==> config.mk <==
export PLATFORM = sky130hd
export DESIGN_NAME = mux_scan_ctrl
export DESIGN_NICKNAME = d
export VERILOG_FILES = /design/src/rtl/mux_scan_pkg.sv /design/src/rtl/mux_scan_next.sv /design/src/rtl/mux_scan_ctrl.sv
export SDC_FILE = /design/constraint.sdc
export NUM_CORES = 1
export LEC_CHECK = 0
export ABC_AREA = 0
export BUFFER_PORTS_ARGS = -buffer_cell sky130_fd_sc_hd__buf_4
export CORE_UTILIZATION = 46
export CTS_CLUSTER_DIAMETER = 30
export DETAILED_ROUTE_END_ITERATION = 12
export PLACE_DENSITY = 0.73
export SYNTH_ARGS = -nofsm -noshare
export SYNTH_HDL_FRONTEND = slang
export SYNTH_HIERARCHICAL = 1
export SYNTH_SLANG_ARGS = --single-unit
==> constraint.sdc <==
create_clock -name clk -period 1.64 [get_ports clk]
set_clock_uncertainty 0.05 [all_clocks]
set_input_delay 0.082 -clock clk [delete_from_list [all_inputs] [get_ports clk]]
set_output_delay 0.082 -clock clk [all_outputs]
set_load 0.05 [all_outputs]
==> src/rtl/mux_scan_pkg.sv <==
// Shared types for the mux select sequencer.
// Includes the FSM state encoding and the channel-count constants.
package mux_scan_pkg;

  localparam int NCH   = 4;
  localparam int SEL_W = 2;

  typedef enum logic [1:0] {
    ST_IDLE  = 2'd0,
    ST_SCAN  = 2'd1,
    ST_DRAIN = 2'd2
  } state_e;

endpackage

==> src/rtl/mux_scan_next.sv <==
// Channel picker for the round-robin scan.
// Gives the next enabled channel after cur, and the lowest enabled channel.
module mux_scan_next
  import mux_scan_pkg::*;
(
  input  logic [SEL_W-1:0] cur,
  input  logic [NCH-1:0]   en_mask,
  output logic [SEL_W-1:0] nxt,
  output logic             any,
  output logic [SEL_W-1:0] first
);

  logic [SEL_W-1:0] w_idx;

  // Walk downwards so the nearest enabled channel after cur wins.
  always_comb begin
    w_idx = '0;
    nxt   = cur;
    for (int k = NCH - 1; k >= 1; k--) begin
      w_idx = cur + SEL_W'(k);
      if (en_mask[w_idx]) nxt = w_idx;
    end
  end

  always_comb begin
    first = '0;
    for (int i = NCH - 1; i >= 0; i--) begin
      if (en_mask[i]) first = SEL_W'(i);
    end
  end

  assign any = |en_mask;

endmodule

==> src/rtl/mux_scan_ctrl.sv <==
// Select sequencer for the registered 4:1 channel mux.
// The sample strobe trails the select by one cycle so it lines up with the mux output.
module mux_scan_ctrl
  import mux_scan_pkg::*;
#(
  parameter int DWELL_W = 4,
  parameter int CNT_W   = 8
) (
  input  logic               clk,
  input  logic               rst_n,
  input  logic               start,
  input  logic               stop,
  input  logic [NCH-1:0]     en_mask,
  input  logic [DWELL_W-1:0] dwell,
  output logic [SEL_W-1:0]   s,
  output logic               busy,
  output logic               smp_valid,
  output logic [SEL_W-1:0]   smp_ch,
  output logic [CNT_W-1:0]   visit_cnt
);

  state_e             r_state;
  state_e             w_state_nxt;
  logic               r_busy;
  logic [SEL_W-1:0]   r_s;
  logic [DWELL_W-1:0] r_dcnt;
  logic               r_stop_pend;
  logic [SEL_W-1:0]   r_tag;
  logic               r_valid;
  logic [CNT_W-1:0]   r_cnt;

  logic [SEL_W-1:0]   w_nxt;
  logic [SEL_W-1:0]   w_first;
  logic               w_any;
  logic               w_enter;
  logic               w_done;
  logic               w_halt;

  mux_scan_next u_next (
    .cur     (r_s),
    .en_mask (en_mask),
    .nxt     (w_nxt),
    .any     (w_any),
    .first   (w_first)
  );

  assign w_enter = (r_state == ST_IDLE) && start && !stop && w_any;
  assign w_done  = (r_state == ST_SCAN) && (r_dcnt == '0);
  assign w_halt  = r_stop_pend || stop || !w_any;

  always_ff @(posedge clk) begin
    if (!rst_n) begin
      r_state <= ST_IDLE;
      r_busy  <= 1'b0;
    end else begin
      r_state <= w_state_nxt;
      r_busy  <= (w_state_nxt != ST_IDLE);
    end
  end

  always_comb begin
    w_state_nxt = r_state;
    unique case (1'b1)
      (r_state == ST_IDLE):  if (w_enter) w_state_nxt = ST_SCAN;
      (r_state == ST_SCAN):  if (w_done && w_halt) w_state_nxt = ST_DRAIN;
      (r_state == ST_DRAIN): w_state_nxt = ST_IDLE;
      default:               w_state_nxt = ST_IDLE;
    endcase
  end

  // The select holds through DRAIN so the mux keeps the last channel.
  always_ff @(posedge clk) begin
    if (!rst_n) begin
      r_s         <= '0;
      r_dcnt      <= '0;
      r_stop_pend <= 1'b0;
      r_tag       <= '0;
      r_valid     <= 1'b0;
      r_cnt       <= '0;
    end else begin
      r_valid <= w_done;
      if (w_enter) begin
        r_s    <= w_first;
        r_dcnt <= dwell;
      end else if (w_done) begin
        r_tag <= r_s;
        r_cnt <= r_cnt + CNT_W'(1);
        if (!w_halt) begin
          r_s    <= w_nxt;
          r_dcnt <= dwell;
        end
      end else if (r_state == ST_SCAN) begin
        r_dcnt <= r_dcnt - DWELL_W'(1);
        if (stop) r_stop_pend <= 1'b1;
      end else if (r_state == ST_DRAIN) begin
        r_stop_pend <= 1'b0;
      end
    end
  end

  always_comb begin
    s         = r_s;
    busy      = r_busy;
    smp_valid = r_valid;
    smp_ch    = r_tag;
    visit_cnt = r_cnt;
  end

endmodule

After elaboration in Yosys (flattened, before gate mapping)
Cells that the tools add are included.
{"block": "op_classes", "add_sub_neg": 5, "order_cmp": 3, "n_eq_ne": 5, "n_mux": 26, "n_bitwise": 2, "reduce_logical": 21}
{"op": "2-bit two-way mux", "count": 12}
{"op": "4-bit two-way mux", "count": 4}
{"op": "2-bit by 3-bit < comparator with 1-bit output (second input constant)", "count": 3}
{"op": "8-bit by 1-bit adder with 8-bit output (second input constant)", "count": 1}
{"op": "1-bit binary-select mux with 2-bit select", "count": 3}
{"op": "1-bit two-way mux", "count": 6}
{"op": "2-bit nonzero test", "count": 3}
{"op": "1-bit logical AND", "count": 5}
{"op": "2-bit adder (second input constant)", "count": 2}
{"op": "4-bit logical NOT", "count": 1}
{"op": "2-bit inequality test (second input constant)", "count": 2}
{"op": "2-bit one-hot mux with 2 select lines", "count": 1}
{"op": "2-bit AND reduction", "count": 2}
{"op": "4-bit AND reduction", "count": 1}
{"op": "4-bit nonzero test", "count": 1}
{"op": "4-bit OR reduction", "count": 1}
{"op": "4-bit by 1-bit subtractor with 4-bit output (second input constant)", "count": 1}
{"op": "3-bit inequality test (second input constant)", "count": 1}
{"op": "3-bit AND reduction", "count": 1}
{"op": "3-bit nonzero test", "count": 1}
{"op": "2-bit by 1-bit adder with 2-bit output (second input constant)", "count": 1}
{"op": "2-bit by 1-bit equality test with 1-bit output (second input constant)", "count": 1}
{"op": "2-bit equality test (second input constant)", "count": 1}
{"op": "1-bit logical NOT", "count": 2}
{"op": "3 further kinds", "count": 5}
{"block": "word_totals", "ff_bits": 21, "word_cells": 70}

Depth between registers and ports, before layout
Gate-level depths: netlist of the first run.
{"block": "depth", "depth_word": 9, "depth_mapped": 8, "depth_no_buf": 7}

Cells and area by module
The synthesis of the first run kept the hierarchy.
{"mod": "mux_scan_ctrl", "n_inst": 1, "cells_per_inst": 112, "area_per_inst_um2": 985.9, "seq_area_each_um2": 420.4}
{"mod": "mux_scan_next", "n_inst": 1, "cells_per_inst": 19, "area_per_inst_um2": 98.8, "seq_area_each_um2": 0.0}

Worst setup path before layout of the first run
No wires, ideal clock.
{"block": "synth_path", "path_kind": "reg2reg", "startpoint": "register r_dcnt[0]", "endpoint": "register r_cnt[3] (netlist: visit_cnt[3])", "setup_time_ns": 0.115, "t_arrival_ns": 1.644, "slack_ns": -0.169, "stages_incl_launch_ff": 9, "n_path_buf": 1, "cell_sequence": "dfxtp_1 -> inv_1 -> ha_1 -> or3b_4 -> nor2_2 -> buf_6 -> nand4_1 -> xnor2_1 -> and2_1"}
{"block": "synth_via", "elab_chain_cells": 3}
{"item": "start, declared", "line_no": "mux_scan_ctrl.sv:26", "rtl": "logic [DWELL_W-1:0] r_dcnt;"}
{"item": "start signal, assigned", "line_no": "mux_scan_ctrl.sv:84", "rtl": "r_dcnt <= dwell;"}
{"item": "start signal, assigned", "line_no": "mux_scan_ctrl.sv:90", "rtl": "r_dcnt <= dwell;"}
{"item": "start signal, assigned", "line_no": "mux_scan_ctrl.sv:93", "rtl": "r_dcnt <= r_dcnt - DWELL_W'(1);"}
{"item": "4-bit logical NOT", "line_no": "mux_scan_ctrl.sv:48", "rtl": "assign w_done = (r_state == ST_SCAN) && (r_dcnt == '0);"}
{"item": "1-bit logical AND", "line_no": "mux_scan_ctrl.sv:48"}
{"item": "2-bit AND reduction (no line)"}
{"item": "end signal, assigned", "line_no": "mux_scan_ctrl.sv:87", "rtl": "r_cnt <= r_cnt + CNT_W'(1);"}
{"item": "end, declared", "line_no": "mux_scan_ctrl.sv:30", "rtl": "logic [CNT_W-1:0] r_cnt;"}
No other way between the ends.
A chain may end at the register's enable or synchronous reset.

Final worst setup path of the first run
{"block": "layout_path", "startpoint": "register r_dcnt[1]", "endpoint": "register r_dcnt[2]"}
{"block": "layout_via", "elab_chain_cells": 4, "elab_cells_between_ends": 9, "classes_between": "1 x add/sub; 1 x eq/ne; 3 x mux; 4 x reduce/logical"}
{"item": "4-bit by 1-bit subtractor with 4-bit output or 4-bit logical NOT (tied branches)", "line_no": "mux_scan_ctrl.sv:93, mux_scan_ctrl.sv:48"}
{"item": "4-bit two-way mux or 1-bit logical AND (tied branches)", "line_no": "mux_scan_ctrl.sv:92, mux_scan_ctrl.sv:48"}
{"item": "4-bit two-way mux (tied with other cells)", "line_no": "mux_scan_ctrl.sv:85", "rtl": "end else if (w_done) begin"}
{"item": "4-bit two-way mux or 2-bit AND reduction (tied branches)"}
Parallel ways exist; a longest one is shown, timed or not. The select of a mux whose other input is x is not followed.

==> qor.txt, run 1 <==
Outcome = finished, violations left
Failing checks = negative setup slack
Min Tclk post-route = 1.71 ns
PD cells = 849 nW/um^2
Type of the tightest min-delay check = in2reg
Final setup fails = 6
TritonRoute pass-1 iters = 4
Port Buffers = 25
Area Overhead vs Synth = 35.3%
Ant. Diodes = 0
Root buffer cell = clkbuf_4
Data arrival time of the worst path = 1.90 ns
CTS clk-pin slew, worst paths = 0.12 ns
Drt initial violations = 27
Later-pin clock latency in the skew report = 0.30 ns
HPWL Detailed = 1.88 mm
Vias in the first global route = 1021
Slew @ Worst Pin = 0.332 ns
WHS = 0.0254 ns
Worst Reg2Reg Path Length in Cells = 8
First-pass GRT wire length = 4.24 mm
Largest net degree at the start of global routing = 15
Share of cells above drive strength 1 = 0.351
Mapped Area = 1080 sq um
Post-synthesis cell count = 131
Pleak = 0.630 nW
Yosys reg bits = 21
WL final = 2.55 mm
Filler cells = 214
Number of CTS-inserted buffers = 3
Core Area = 2210 sq um
Rel. slew slack = 0.776
Via count = 1076
FMAX = 585 MHz
X dimension of the die = 50.6 um
Area of the multi-input gates = 652 sq um
Routability cong. = 0.794
Fin crit share = 1.04
Register area = 427 sq um
Post-layout util = 0.663
I/O Pins = 26
RSZ-0062 raised after global routing = true
Most frequent cells in the layout = buf_4 (38), nand2_1 (17), dfxtp_1 (16), nor2_1 (12), a21oi_1 (7)
Required @ worst endpoint = 1.83 ns
Post-synth cell types = 39
Top FF cell, synth = dfxtp_1
GRT overflow = 0
CP Max Fanout = 7
Setup TNS = -0.152 ns
DRC errors left = 0
Crit-path max cell delay = 0.35 ns
Peak VDD IR = 0.450 mV
Avg WL per Cell = 12.8 um
Crit start category = flop
Height of the die = 50.6 um
Syn nets = 146
Async S/R FF share, synth = 0
Mean Syn Cell Area = 8.28 sq um
Clock H-tree levels = 1
Setup Crit Path Kind = reg2reg
YS warnings = 6
Synth area leaders = dfxtp_1 (39%), nand2_1 (6.2%), nor2_1 (4.2%), xnor2_1 (4.0%), a21oi_1 (3.7%)
Clk sinks = 21
Slew Viols, Final = 0
Standard-cell row count = 17
Critical path capture point type = flop
Initial antenna violation count = 0
Nets = 187
Gr usage total = 0.217
Die area = 2560 sq um
Final worst slack = -0.0708 ns
Max-Cap Viols = 0
Number of synthesized flops with an enable pin = 0
Routed vias/inst = 5.41
Slowest-stage cell, CP = dfxtp_2
Cell taking the most area after synthesis = dfxtp_1
Longest Clk Path Bufs = 2
Starting Density = 0.490
CTS Hold Buffers Added = 0
ANT nets after route = 0
Area share of the largest cell type after synthesis = 0.388
Commonest non-fill, non-tap cell in the layout = buf_4
Final Hold Viols = 0
Worst Hold Path Cells = 3
CTS tree = done
CP cell instances = inv_2 -> ha_4 -> or3b_4 -> nor2_4 -> buf_6 -> nor4b_1 -> a21oi_1 -> o22ai_1
Sequential share of the synthesized area = 0.388
-- cells by family (layout without fill, tap and decap cells) --
| logic type | Yosys count | count (layout) | synth area share |
|---|---|---|---|
| simple gates | 61 | 61 | 0.303 |
| compound gates | 26 | 26 | 0.153 |
| flops | 21 | 21 | 0.388 |
| buf+inv | 11 | 51 | 0.0461 |
| xor+xnor | 7 | 7 | 0.0565 |
| fa+ha+maj | 3 | 3 | 0.0346 |
| mux | 2 | 2 | 0.0185 |
-- stage by stage --
step	worst slack [ns]	instances	instance area (sq um)	total power [mW]
finish	-0.0708	199	1470	1.25
global route	-0.160	199	1470	1.33
CTS	-0.0451	198	1440	1.23
detailed placement	-0.0798	193	1400	0.980
global placement	-0.0131	193	1400	0.965
floorplan	-0.101	131	1110	0.840
-- worst max-delay path, delay by kind of cell, from the launching register on --
family | cells | cell delay (ns)
AND/OR/NAND/NOR | 3 | 0.66
adder cells (fa/ha/maj) | 1 | 0.15
AO/OA/AOI/OAI | 2 | 0.26
flip-flops | 1 | 0.35
buffers and inverters | 2 | 0.18
-- registers in the layout (all words and copies together), names as in the netlist --
register / flops
visit_cnt: 8
r_dcnt: 4
r_state: 2
s: 2
smp_ch: 2
busy: 1
r_stop_pend: 1
smp_valid: 1
-- timing repair --
action	4_1_cts	5_1_grt
pin swaps	6	4
resized for setup	1	5
setup buffers	1	1
setup endpoints to repair	7	14
-- synthesized netlist by cell type (all sizes together), types with 2 or more instances --
master / count
ha: 3
nor3: 4
nand2: 19
inv: 7
a21oi: 8
and2: 4
xor2: 2
nor4: 3
nand4: 2
a21boi: 3
nand2b: 2
a311oi: 2
and3: 3
nand3: 5
nor2: 13
dfxtp: 21
or3b: 2
a22oi: 2
o22ai: 2
clkbuf: 2
nor4b: 2
xnor2: 5
o21a: 2
nor2b: 2
mux2i: 2
o21ai: 4
-- cell type report --
cell class                      instances  share of cell area
Clock buffer                            3              0.0153
Clock inverter                          1             0.00341
Inverter                                8              0.0205
Multi-Input combinational cell         99               0.444
Sequential cell                        21               0.291
Tap cell                               28              0.0239
Timing Repair Buffer                   39               0.202
-- final timing paths --
kind / startpoint / endpoint / slack (ns)
min: dwell[1] / r_dcnt[1]$_SDFFE_PN0P_ / 0.03
max: r_dcnt[1]$_SDFFE_PN0P_ / r_dcnt[2]$_SDFFE_PN0P_ / -0.07
min reg2reg: smp_ch[1]$_SDFFE_PN0P_ / smp_ch[1]$_SDFFE_PN0P_ / 0.43
max reg2reg: r_dcnt[1]$_SDFFE_PN0P_ / r_dcnt[2]$_SDFFE_PN0P_ / -0.07
-- report_power, final --
group          leakage, nW  internal [mW]  switching (mW)
registers            0.173          0.543          0.0318
clock network       0.0177         0.0908           0.157
logic                0.440          0.195           0.228
-- layer usage --
layer	vias to the layer above	GRT usage	wire length (um)
li1	541	-	-
met1	515	0.244	1110
met2	18	0.407	1350
met3	2	0.0273	66
met4	0	0.0880	17
met5	-	0	0
Note: power is estimated with default switching activity, not from simulation.
==> run 2, diff against run 1 <==
--- a/config.mk
+++ b/config.mk
@@ -7,11 +7,10 @@
 export LEC_CHECK = 0
 export ABC_AREA = 0
 export BUFFER_PORTS_ARGS = -buffer_cell sky130_fd_sc_hd__buf_4
-export CORE_UTILIZATION = 46
+export CORE_UTILIZATION = 47
 export CTS_CLUSTER_DIAMETER = 30
 export DETAILED_ROUTE_END_ITERATION = 12
 export PLACE_DENSITY = 0.73
 export SYNTH_ARGS = -nofsm -noshare
 export SYNTH_HDL_FRONTEND = slang
-export SYNTH_HIERARCHICAL = 1
 export SYNTH_SLANG_ARGS = --single-unit
==> qor.txt, run 2 <==
Number of CTS-inserted buffers = 3 (unchanged)
FMAX = 544 MHz (-7.0%)
Synth Area in XOR/XNOR = 0.0522 (-0.00428)
Slew Viols, Final = 0 (unchanged)
Max-Cap Viols = 0 (unchanged)
Synth Area in Adders = 0.0320 (-0.00262)
Type of the tightest min-delay check = in2reg
Clk sinks = 21 (unchanged)
Height of the die = 52.0 um (+2.8%)
Post-synth cell types = 42 (+7.7%)
Crit start category = flop
Largest net degree at the start of global routing = 22 (+7)
GRT overflow = 0 (unchanged)
Via count = 1144 (+6.3%)
Drt initial violations = 19 (-30%)
Crit-path max cell delay = 0.37 ns (+0.02 ns)
Longest Clk Path Bufs = 2 (unchanged)
Min Tclk post-route = 1.84 ns (+0.128 ns)
Required @ worst endpoint = 1.80 ns (-0.03 ns)
YS warnings = 0 (-6)
I/O Pins = 26 (unchanged)
Sequential share of the synthesized area = 0.358 (-0.0293)
Gr usage total = 0.236 (+0.0185)
Synth area leaders = dfxtp_1 (36%), and2_1 (5.3%), o21ai_0 (5.1%), xnor2_1 (4.5%), mux2i_1 (3.4%)
Final setup fails = 16 (+10)
Largest family of logic cells by synthesized area = simple AND/OR/NAND/NOR gates
Final Hold Viols = 0 (unchanged)
Clock H-tree levels = 1 (unchanged)
CP top delay family = simple AND/OR/NAND/NOR gates
Setup Crit Path Kind = reg2reg
Top FF cell, synth = dfxtp_1
Critical path buffer and inverter count = 2 (unchanged)
Nets = 196 (+4.8%)
DRC errors left = 0 (unchanged)
Proportion of synthesized area in mux cells = 0.0533 (+0.0349)
Outcome = finished, violations left
Top-count cell post-synth = dfxtp_1
Critical path capture point type = flop
Max reg flops = 8 (unchanged)
Most frequent cells in the layout = buf_4 (44), dfxtp_1 (17), and2_1 (8), nor2_1 (7)
Initial antenna violation count = 0 (unchanged)
Routed vias/inst = 5.50 (+1.7%)
Mapped Area = 1170 sq um (+8.2%)
Number of synthesized flops with an enable pin = 0 (unchanged)
First-pass GRT wire length = 4.63 mm (+9.1%)
Synth Area in Compound Gates = 0.209 (+0.0556)
Rel. slew slack = 0.653 (-0.123)
Starting Density = 0.516 (+0.0253)
Slew @ Worst Pin = 0.520 ns (+0.188 ns)
CTS clk-pin slew, worst paths = 0.12 ns (about the same)
WHS = 0.0477 ns (+0.0223 ns)
Later-pin clock latency in the skew report = 0.31 ns (about the same)
Post-layout util = 0.730 (+0.0661)
CP Max Fanout = 5 (-2)
Pleak = 0.699 nW (+11%)
Peak VDD IR = 0.727 mV (+61%)
Share of cells above drive strength 1 = 0.411 (+0.0602)
Core Area = 2280 sq um (+2.9%)
Die area = 2700 sq um (+5.7%)
Routability cong. = 0.851 (+7.1%)
Area share of the largest cell type after synthesis = 0.358 (-0.0293)
Cell taking the most area after synthesis = dfxtp_1
Mean Syn Cell Area = 8.82 sq um (+6.6%)
TritonRoute pass-1 iters = 4 (unchanged)
Standard-cell row count = 17 (unchanged)
Avg WL per Cell = 13.3 um (+3.8%)
WL final = 2.77 mm (+8.5%)
CP cell instances = inv_2 -> ha_4 -> or3b_4 -> buf_6 -> o22ai_4 -> mux2_4 -> nand2_2 -> a21boi_1
Ant. Diodes = 0 (unchanged)
Failing checks = negative setup slack
Synth cell count leaders = dfxtp_1 (21), o21ai_0 (12), and2_1 (10), nand2_1 (8), nor2_1 (7)
CTS tree = done
Post-synthesis cell count = 133 (+1.5%)
Async S/R FF share, synth = 0 (unchanged)
Area share of and/or/nand/nor cells after synthesis = 0.257 (-0.0464)
PD cells = 964 nW/um^2 (+14%)
Port Buffers = 25 (unchanged)
Root buffer cell = clkbuf_4
Syn nets = 148 (+1.4%)
Yosys reg bits = 21 (unchanged)
Commonest non-fill, non-tap cell in the layout = buf_4
ANT nets after route = 0 (unchanged)
Slowest-stage cell, CP = or3b_4
Final worst slack = -0.199 ns (-0.128 ns)
Data arrival time of the worst path = 2.00 ns (+0.10 ns)
Vias in the first global route = 1023 (+0.20%)
Area Overhead vs Synth = 41.5%
Fin crit share = 1.12 (+0.0782)
Setup TNS = -2.21 ns (-2.05 ns)
RSZ-0062 raised after global routing = true
X dimension of the die = 52.0 um (+2.8%)
HPWL Detailed = 2.11 mm (+12%)
[run 2: changes by cell type after synthesis, sizes merged, moves of 3 or more]
cell | previous run | this run
a21oi | 8 | 3
nor2 | 13 | 9
nor2b | 2 | 5
nand2 | 19 | 8
o21ai | 4 | 12
and2 | 4 | 10
o211ai | 0 | 4
[run 2: timing repair]
| action | in CTS | in global routing |
|---|---|---|
| resized for setup | 11 | 11 |
| hold buffers | 1 | 0 |
| buffers inserted | 0 | 1 |
| endpoints found under the hold margin | 1 | 0 |
| endpoints found under the setup margin | 18 | 19 |
| pin swaps | 8 | 8 |
[run 2: per-layer routing]
layer  routed length (um)  track usage  up-vias
li1                     -            -      569
met1                 1160        0.285      540
met2                 1460        0.412       30
met3                   99       0.0351        5
met4                   42       0.0946        0
met5                    0            0        -
[run 2: layout make-up]
cell class / instances / area [sq um]
timing repair buffer: 49 / 385
clock buffer: 3 / 22.5
multi-input combinational: 101 / 763
sequential: 21 / 430
tap: 28 / 35.0
inverter: 5 / 18.8
clock inverter: 1 / 5.00
fill: 178 / 616
[run 2: stage by stage]
stage / cell area [sq um] / power [mW] / setup slack (ns) / instances
2_1_floorplan: 1200 / 1.03 / -0.222 / 133
3_3_place_gp: 1550 / 1.23 / -0.170 / 202
3_5_place_dp: 1550 / 1.26 / -0.261 / 202
4_1_cts: 1620 / 1.57 / -0.206 / 207
5_1_grt: 1660 / 1.69 / -0.285 / 208
6_report: 1660 / 1.60 / -0.199 / 208
[run 2: logic make-up after synthesis]
group                      after synthesis
adders and majority gates                3
muxes                                    6
buffers and inverters                   11
xor gates and xnor gates                 7
and+or+nand+nor                         51
AOI/OAI and AO/OA                       34
DFF                                     21
[run 2: path summary, 6_finish.rpt]
check / from / endpoint / slack, ns / cells past startpoint
max reg2reg: r_dcnt[0]$_SDFFE_PN0P_ / r_dcnt[3]$_SDFFE_PN0P_ / -0.20 / 8
min reg2reg: r_stop_pend$_SDFFE_PN0P_ / r_stop_pend$_SDFFE_PN0P_ / 0.48 / 2
max: r_dcnt[0]$_SDFFE_PN0P_ / r_dcnt[3]$_SDFFE_PN0P_ / -0.20 / 8
min: rst_n / smp_ch[0]$_SDFFE_PN0P_ / 0.05 / 3
[run 2: report_power, final]
group	leakage (nW)	internal, mW	switching [mW]
sequential	0.173	0.564	0.0345
clock	0.0177	0.0912	0.167
combinational	0.509	0.365	0.379
[run 2: worst reg2reg max path, cell delays in order (launching register included)]
cell	delay, ns
dfxtp_2	0.35
inv_2	0.07
ha_4	0.12
or3b_4	0.37
buf_6	0.15
o22ai_4	0.21
mux2_4	0.32
nand2_2	0.06
a21boi_1	0.05
